[src/rtl/cellram_arbiter.sv]
// cellram_arbiter: paces Life generations off vblank and arbitrates the 64x64x1 cell RAM
//   between the pixel reader (absolute priority) and the generation engine.
// Latency: grant is combinational; engine read data 1 cycle after grant; disp_data 2 cycles after disp_addr.
// Backpressure: engine holds its request stable until eng_gnt; display is never stalled.
//
// Ports:
//   clk, rst                        clock, async active-high reset
//   vblank                          vertical blanking flag (rising edges counted as frames)
//   disp_active/disp_addr/disp_data pixel reader side, disp_data registered
//   eng_req/we/addr/wdata/done      engine request side; eng_done ends a generation
//   eng_gnt/eng_rdata/eng_rvalid    engine response side
//   step, gen_busy                  generation start pulse, generation-in-progress flag
//   ram_addr/we/wdata/rdata         single-port RAM macro, 1-cycle synchronous read
//   pause                           only with CELLRAM_PAUSE_EN: freezes frame counting in WAIT
// Optional feature macro: CELLRAM_PAUSE_EN
module cellram_arbiter #(
  parameter int GEN_FRAMES = 30
) (
  input  logic        clk,
  input  logic        rst,
`ifdef CELLRAM_PAUSE_EN
  input  logic        pause,
`endif
  input  logic        vblank,
  input  logic        disp_active,
  input  logic [11:0] disp_addr,
  output logic        disp_data,
  input  logic        eng_req,
  input  logic        eng_we,
  input  logic [11:0] eng_addr,
  input  logic        eng_wdata,
  input  logic        eng_done,
  output logic        eng_gnt,
  output logic        eng_rdata,
  output logic        eng_rvalid,
  output logic        step,
  output logic        gen_busy,
  output logic [11:0] ram_addr,
  output logic        ram_we,
  output logic        ram_wdata,
  input  logic        ram_rdata
);

  localparam logic [0:0] S_WAIT = 1'b0;
  localparam logic [0:0] S_RUN  = 1'b1;

  // Who issued the RAM access in the previous cycle, i.e. who owns ram_rdata now.
  localparam logic [1:0] OWN_NONE  = 2'd0;
  localparam logic [1:0] OWN_DISP  = 2'd1;
  localparam logic [1:0] OWN_ENGRD = 2'd2;

  localparam logic [7:0] LAST_FRAME = 8'(GEN_FRAMES - 1);

  logic [0:0] state;
  logic [7:0] frame_cnt;
  logic       vblank_q;
  logic [1:0] owner;
  logic       rise;
  logic       count_en;

`ifdef CELLRAM_PAUSE_EN
  assign count_en = ~pause;
`else
  assign count_en = 1'b1;
`endif

  assign rise     = vblank & ~vblank_q;
  assign gen_busy = (state == S_RUN);

  // Display wins any same-cycle conflict; the engine simply retries next cycle.
  assign eng_gnt  = gen_busy & eng_req & ~disp_active;

  // Ungranted engine writes are masked here so they never reach the macro.
  assign ram_addr  = eng_gnt ? eng_addr : disp_addr;
  assign ram_we    = eng_gnt & eng_we;
  assign ram_wdata = eng_gnt & eng_wdata;

  assign eng_rdata  = ram_rdata;
  assign eng_rvalid = (owner == OWN_ENGRD);

  always_ff @(posedge clk or posedge rst) begin
    if (rst) begin
      state     <= S_WAIT;
      frame_cnt <= 8'd0;
      vblank_q  <= 1'b0;
      step      <= 1'b0;
      owner     <= OWN_NONE;
      disp_data <= 1'b0;
    end else begin
      vblank_q <= vblank;
      step     <= 1'b0;

      case (state)
        S_WAIT: begin
          if (rise && count_en) begin
            if (frame_cnt == LAST_FRAME) begin
              frame_cnt <= 8'd0;
              state     <= S_RUN;
              step      <= 1'b1;
            end else begin
              frame_cnt <= frame_cnt + 8'd1;
            end
          end
        end
        default: begin
          // Rises during a generation are dropped, not banked.
          frame_cnt <= 8'd0;
          if (eng_done) state <= S_WAIT;
        end
      endcase

      // A grant issued together with eng_done still completes its read next cycle.
      if (eng_gnt && !eng_we)
        owner <= OWN_ENGRD;
      else if (disp_active)
        owner <= OWN_DISP;
      else
        owner <= OWN_NONE;

      if (owner == OWN_DISP) disp_data <= ram_rdata;
    end
  end

endmodule
[config.mk]
export PLATFORM = sky130hd
export DESIGN_NAME = cellram_arbiter
export DESIGN_NICKNAME = d
export VERILOG_FILES = /design/src/rtl/cellram_arbiter.sv
export SDC_FILE = /design/constraint.sdc
export NUM_CORES = 1
export LEC_CHECK = 0
export BUFFER_PORTS_ARGS = -buffer_cell sky130_fd_sc_hd__buf_2
export CORE_ASPECT_RATIO = 0.7
export CORE_MARGIN = 2
export CORE_UTILIZATION = 45
export CTS_BUF_LIST = sky130_fd_sc_hd__clkbuf_4 sky130_fd_sc_hd__clkbuf_8
export CTS_CLUSTER_DIAMETER = 120
export DETAILED_ROUTE_END_ITERATION = 8
export GPL_ROUTABILITY_DRIVEN = 0
export PLACE_DENSITY = 0.83
export SLEW_MARGIN = 20
export SYNTH_ARGS = -nofsm -noshare
export SYNTH_HDL_FRONTEND = slang
export SYNTH_SLANG_ARGS = --single-unit
export TNS_END_PERCENT = 20
[constraint.sdc]
create_clock -name clk -period 1.94 [get_ports clk]
set_input_delay 0 -clock clk [delete_from_list [all_inputs] [get_ports clk]]
set_output_delay 0 -clock clk [all_outputs]
set_load 0.05 [all_outputs]
==> summary.txt, run 1 <==
Setup path
  – Max incr delay on CP: 570 ps
  – Critical path arrival: 1790 ps
  – Critical path class: reg2out
  – Maximum fanout along the worst path: 15
  – CP dominant cell by count: nand2_1
  – CP Capture Type: output port
  – Critical path launch point type: register
  – Slowest cell on crit path: dfrtp_1
  – Worst path cell trace: nand2_1 > or2_1 > inv_2 > nand2_1 > nand2_1 > buf_2
  – Reg-to-reg setup timing slack: 500 ps
  – Bufs and invs on worst path: 2
  – Worst path required time: 1940 ps
  – Top Family by Delay on Critical Path: flip-flops

Timing
  – Final Cycle Share: between 90% and 100%
  – Slew Viols, Final: 0
  – Final setup TNS: 0 ps
  – RSZ-0062 raised after global routing: false
  – Fmax: 558 MHz
  – Final Hold Vio Count: 0
  – Hold_ws: 272 ps
  – # setup viols final: 0
  – Clock skew: 2.01 ps
  – Post-route minimum period: between 1500 and 2000 ps
  – Worst slew margin: 63.8%
  – Setup slack after layout: 147 ps
  – Worst-Margin Slew: 542 ps

Die
  – Rows: 13
  – Die Ht: 40.3 µm
  – Die X: 55.8 µm
  – Initial Util: 46.4%
  – IO Pins: 53
  – CORE AREA: 0.00182 mm²
  – Die ar.: 0.00225 mm²

Synth
  – Avg Inst Size Synth: 8.13 µm²
  – Syn. warnings: 0
  – Post-synthesis sequential area ratio: between 40% and 50%
  – Synth Cell Area: between 800 and 900 µm²
  – Mapped Cells: 104
  – Syn_nets: 139
  – Number of library cell types mapped by synthesis: 28
  – Yosys reg bits: 14

Power
  – Maximum vdd drop: 0.000531 V
  – Design Power: 872 µW
  – Pwr dens: 737 mW/mm²
  – Pleak: 0.684 nW

Cells and area
  – # diodes: 0
  – Share of cells above drive strength 1: between 30% and 40%
  – Final core occ: 64.9%
  – Final instance area: 0.00118 mm²
  – Fillers: 162
  – Non-filler cells, final: around 180
  – Area growth from synthesis to layout: 39.8%
  – Nets: 196

Placed design
  – Dpl cell area: 0.00110 mm²
  – Post-DP HPWL: 1620 µm
  – Inst Count DP: 172
  – Place WS: 491 ps
  – Count of input and output buffers: 52

Clock tree
  – CTS H-tree depth: 1
  – CTS tree: yes
  – Post-CTS Setup Bufs: 0
  – TritonCTS Buffers: 3
  – Post-cts resize count: 0
  – Root buf cell: clkbuf_4
  – # clock sinks: 14
  – Clock Latency Late Sink: 270 ps
  – Clock Pin Slew Worst Setup and Hold Paths: 80 ps
  – CTS Hold Bufs: 6
  – Clk buf depth: 2

Global route
  – Tot GR Track Use: between 15 and 20%
  – Number of global-route vias before repair: 653
  – Largest net degree at the start of global routing: 16
  – Antenna violations before repair: 0
  – First-pass GRT wire length: 2840 µm
  – Total gr overflow: 0

Routing
  – DRT Wirelength: roughly 2100 µm
  – Wire per inst: 11.8 µm
  – Avg Vias per Cell: roughly 4.7
  – Remaining DRCs: 0
  – Vias: 855
  – Antenna-violating nets left: 0
  – DR pass1 iterations: 4
  – DR iter-0 viols: 23

Run status
  – Status: complete, no violations

Worst hold path
  – Hold Crit Class: in2reg

Job
  – Max_cap viols: 0
-- area by class of cell --
| cell class | count | area [µm²] | area share [%] |
|---|---|---|---|
| tap | 22 | 27.5 | 2.33 |
| clock buffer | 3 | 22.5 | 1.90 |
| inverter | 3 | 11.3 | 0.952 |
| multi-input combinational | 80 | 443 | 37.5 |
| sequential | 14 | 350 | 29.6 |
| timing repair buffer | 59 | 328 | 27.7 |
-- cells in the mapped netlist (all sizes together) --
| master | count | area share, % |
|---|---|---|
| a311o | 1 | 1.2 |
| xnor2 | 1 | 1.0 |
| and4 | 1 | 1.2 |
| mux2 | 1 | 1.3 |
| o21ai | 3 | 1.8 |
| nand2 | 38 | 17 |
| a21oi | 1 | 1.0 |
| ha | 2 | 3.0 |
| nor2b | 3 | 2.2 |
| and2 | 2 | 1.5 |
| o2111ai | 2 | 2.1 |
| o211ai | 1 | 0.89 |
| nor2 | 9 | 4.0 |
| nand2b | 3 | 2.5 |
| or2 | 1 | 0.74 |
| nand4 | 1 | 0.74 |
| and3 | 2 | 1.5 |
| and4bb | 1 | 1.5 |
| clkbuf | 2 | 0.89 |
| inv | 3 | 1.3 |
| mux2i | 1 | 1.2 |
| xor2 | 6 | 6.2 |
| dfrtp | 14 | 41 |
| buf | 5 | 4.0 |
-- worst register-to-register path, cell delays in order (launching register included) --
cell and delay (ps):
dfrtp_1 380, nor2b_1 420, nand4_1 250, nand2b_2 210
nor2_1 70
-- registers in the layout, indices dropped and copies added, names as in the netlist --
name and flops:
owner 2, step 1, gen_busy 1, frame_cnt 8, disp_data 1, vblank_q 1
-- cell usage in the layout, fill, tap and decap left out, drive strengths merged --
master,n
ha,2
dlygate4sd3,6
and3,2
clkbuf,3
a21oi,1
a311o,1
and4,1
and4bb,1
o21ai,3
mux2,1
buf,53
nor2,9
inv,3
o211ai,1
xnor2,1
and2,2
xor2,6
o2111ai,2
or2,1
nand2,38
mux2i,1
nand4,1
dfrtp,14
nand2b,3
nor2b,3
-- routing by layer --
| layer | wire length (µm) | vias up | share of wire (%) | GRT usage (%) |
|---|---|---|---|---|
| li1 | - | 446 | - | - |
| met5 | 0 | - | 0 | 0 |
| met1 | 963 | 393 | 45 | 21.8 |
| met2 | 1070 | 16 | 50 | 28.3 |
| met4 | 0 | 0 | 0 | 2.98 |
| met3 | 108 | 0 | 5.1 | 7.42 |
-- path summary, 6_finish.rpt --
check                          start            to  cells after the start
setup reg to reg            vblank_q  frame_cnt[7]                      4
max in group asynchronous        rst  frame_cnt[5]                      3
min in group asynchronous        rst      gen_busy                      3
setup / recovery            gen_busy   ram_addr[8]                      6
hold / removal               eng_req      owner[1]                      5
hold reg to reg            disp_data     disp_data                      1
-- power breakdown --
part | total, mW | switching, mW | internal (mW)
Clock | 0.157 | 0.0854 | 0.0718
Combinational | 0.290 | 0.166 | 0.125
Sequential | 0.424 | 0.0738 | 0.350
-- cells by family (layout without fill, tap and decap cells) --
family | Yosys count | in the layout | share of synthesized area [%]
xor gates and xnor gates | 7 | 7 | 7.25
DFF | 14 | 14 | 41.4
muxes | 2 | 2 | 2.51
buffers and inverters | 10 | 65 | 6.21
and+or+nand+nor | 61 | 61 | 32.7
adders and majority gates | 2 | 2 | 2.96
AOI/OAI and AO/OA | 8 | 8 | 6.95
Power figures use the tool's default switching activity.
==> run 2: changes to the inputs <==
--- a/config.mk
+++ b/config.mk
@@ -8,12 +8,13 @@
 export BUFFER_PORTS_ARGS = -buffer_cell sky130_fd_sc_hd__buf_2
 export CORE_ASPECT_RATIO = 0.7
 export CORE_MARGIN = 2
-export CORE_UTILIZATION = 45
-export CTS_BUF_LIST = sky130_fd_sc_hd__clkbuf_4 sky130_fd_sc_hd__clkbuf_8
+export CORE_UTILIZATION = 43
+export CTS_BUF_LIST = sky130_fd_sc_hd__clkbuf_8
 export CTS_CLUSTER_DIAMETER = 120
 export DETAILED_ROUTE_END_ITERATION = 8
 export GPL_ROUTABILITY_DRIVEN = 0
-export PLACE_DENSITY = 0.83
+export PLACE_DENSITY = 0.8
+export SETUP_SLACK_MARGIN = 0.15
 export SLEW_MARGIN = 20
 export SYNTH_ARGS = -nofsm -noshare
 export SYNTH_HDL_FRONTEND = slang
==> constraint.sdc (replaced) <==
create_clock -name clk -period 1.7 [get_ports clk]
set_input_delay 0 -clock clk [delete_from_list [all_inputs] [get_ports clk]]
set_output_delay 0 -clock clk [all_outputs]
set_load 0.05 [all_outputs]
==> run 2 against run 1 <==
Against the previous run:
- via count rose by 4.8%
- clock skew is 2.7 ps higher
- first-iteration DRC count shrank 17%
- critical path type is now in2out
- clock power is 110% higher
- power grew 31%
- sequential share of layout area down 2.0 points
- worst hold slack improved by 36 ps
- core utilization grew 3.7 points
- routed wire length up 13%
- critical path depth unchanged
- count of clock-buffer cells in the layout up 1
- cell count is 1.7% higher
==> summary.txt, run 2 (synthesized netlist as in run 1, its figures left out) <==
Run status
  – Status: complete, no violations (unchanged)

Setup path
  – Worst path cell trace: dlygate4sd3_1 > buf_2 > or2_1 > inv_2 > and2_1 > buf_4 (was nand2_1 > or2_1 > inv_2 > nand2_1 > nand2_1 > buf_2)
  – Critical path class: in2out (was reg2out)
  – CP Capture Type: output port (unchanged)
  – Max incr delay on CP: 540 ps (was 570 ps)
  – Worst path required time: 1700 ps (was 1940 ps)
  – Slowest cell on crit path: dlygate4sd3_1 (was dfrtp_1)
  – Critical path arrival: 1470 ps (was 1790 ps)
  – Critical path launch point type: primary input (was register)
  – Maximum fanout along the worst path: 15 (unchanged)

Cells and area
  – # diodes: 0 (unchanged)
  – Final core occ: 68.6% (was 64.9%)
  – Non-filler cells, final: 184 (was 181)
  – Area growth from synthesis to layout: 50.3% (was 39.8%)
  – Fillers: 156 (was 162)
  – Nets: 198 (was 196)
  – Most frequent cells in the layout: buf_2, nand2_1, buf_4, dfrtp_1, nor2_1 (was buf_2, nand2_1, dfrtp_1, nor2_1)
  – Top reg by flops: frame_cnt (unchanged)
  – Commonest non-fill, non-tap cell in the layout: buf_2 (unchanged)
  – Max FFs per register: 8 (unchanged)
  – Share of cells above drive strength 1: 41.4% (was 38.4%)
  – Largest registers: frame_cnt: 8 flops, owner: 2 flops (unchanged)
  – Final instance area: 0.00127 mm² (was 0.00118 mm²)

Global route
  – First-pass GRT wire length: 3440 µm (was 2840 µm)
  – Tot GR Track Use: 20.9% (was 17.2%)
  – Largest net degree at the start of global routing: 16 (unchanged)
  – Number of global-route vias before repair: 801 (was 653)
  – Total gr overflow: 0 (unchanged)
  – Antenna violations before repair: 0 (unchanged)

Placed design
  – Dpl cell area: 0.00111 mm² (was 0.00110 mm²)
  – Count of input and output buffers: 52 (unchanged)
  – Inst Count DP: 173 (was 172)
  – Post-DP HPWL: 1760 µm (was 1620 µm)

Clock tree
  – # clock sinks: 14 (unchanged)
  – Root buf cell: clkbuf_8 (was clkbuf_4)
  – CTS tree: yes (unchanged)
  – Clock Pin Slew Worst Setup and Hold Paths: 60 ps (was 80 ps)
  – CTS H-tree depth: 1 (unchanged)
  – Clk buf depth: 2 (unchanged)
  – TritonCTS Buffers: 3 (unchanged)
  – Clock Latency Late Sink: 250 ps (was 270 ps)

Routing
  – Remaining DRCs: 0 (unchanged)
  – Vias: 896 (was 855)
  – Antenna-violating nets left: 0 (unchanged)
  – DR pass1 iterations: 4 (unchanged)
  – Avg Vias per Cell: 4.87 (was 4.72)
  – DRT Wirelength: 2410 µm (was 2140 µm)
  – DR iter-0 viols: 19 (was 23)
  – Wire per inst: 13.1 µm (was 11.8 µm)

Die
  – IO Pins: 53 (unchanged)
  – Rows: 13 (unchanged)
  – Initial Util: 45.6% (was 46.4%)
  – Die X: 57.0 µm (was 55.8 µm)
  – CORE AREA: 0.00185 mm² (was 0.00182 mm²)
  – Die ar.: 0.00234 mm² (was 0.00225 mm²)
  – Die Ht: 41.1 µm (was 40.3 µm)

Timing
  – Slew Viols, Final: 0 (unchanged)
  – Worst slew margin: 64.5% (was 63.8%)
  – Fmax: 681 MHz
  – Clock skew: 4.72 ps (was 2.01 ps)
  – Final Cycle Share: 86.4%
  – Final Hold Vio Count: 0 (unchanged)
  – Final setup TNS: 0 ps (unchanged)
  – Worst-Margin Slew: 532 ps (was 542 ps)
  – # setup viols final: 0 (unchanged)
  – RSZ-0062 raised after global routing: false (unchanged)
  – Post-route minimum period: 1470 ps

Power
  – Maximum vdd drop: 0.000640 V (was 0.000531 V)
  – Pleak: 0.718 nW (was 0.684 nW)
  – Pwr dens: 901 mW/mm² (was 737 mW/mm²)

Job
  – Max_cap viols: 0 (unchanged)

Worst hold path
  – Hold Crit Class: in2reg (unchanged)
run 2: cell count changes in the layout (fill, tap and decap cells not counted), moves of 2 or more:
cell / change
clkbuf_8: +4
nand2_2: +2
clkbuf_4: -3
nand2_1: -2
buf_4: +16
buf_2: -14
run 2: metal layers:
metal | global-route usage (%) | wire, µm | up-vias
met2 | 36.8 | 1310 | 26
li1 | - | - | 447
met3 | 8.20 | 112 | 14
met4 | 14.0 | 130 | 0
met1 | 22.0 | 858 | 409
met5 | 0 | 0 | -
run 2: critical path, delay by kind of cell:
family | cells | cell delay, ps
AND/OR/NAND/NOR | 2 | 420
buffers and inverters | 4 | 1050
run 2: final timing paths:
kind / slack [ps] / startpoint / to / cells after the start
max in group asynchronous: 990 / rst / gen_busy / 3
worst min register to register: 510 / disp_data / disp_data / 1
worst min-delay path: 310 / eng_req / owner[1] / 5
worst max-delay path: 230 / disp_active / ram_wdata / 6
worst max register to register: 320 / frame_cnt[1] / frame_cnt[7] / 6
min in group asynchronous: 330 / rst / frame_cnt[2] / 3
run 2: through the flow:
| step | setup WS (ps) | total power [mW] | hold slack [ps] |
|---|---|---|---|
| 4_1_cts | 232 | 1.16 | 300 |
| 6_report | 231 | 1.15 | 308 |
| 3_5_place_dp | 328 | 0.806 | 77.7 |
| 5_1_grt | 172 | 1.23 | 347 |
| 3_3_place_gp | 388 | 0.789 | 53.3 |
| 2_1_floorplan | 112 | 0.704 | -111 |
run 2: cell type report:
type,instances,area [µm²],area share [%]
tap,22,27.5,2.17
timing repair buffer,61,378,29.7
clock buffer,4,55.1,4.33
sequential,14,352,27.7
inverter,3,11.3,0.886
multi-input combinational,80,448,35.2
run 2: power by group:
part	switching [mW]	internal (mW)
Combinational	0.191	0.151
Sequential	0.0797	0.401
Clock	0.118	0.205
Total	0.388	0.757
run 2: repair_timing:
item | in CTS | in global routing
resized for setup | 14 | 0
setup endpoints to repair | 14 | 0
buffers inserted | 1 | 0
hold buffers | 6 | 0
hold endpoints to repair | 19 | 0
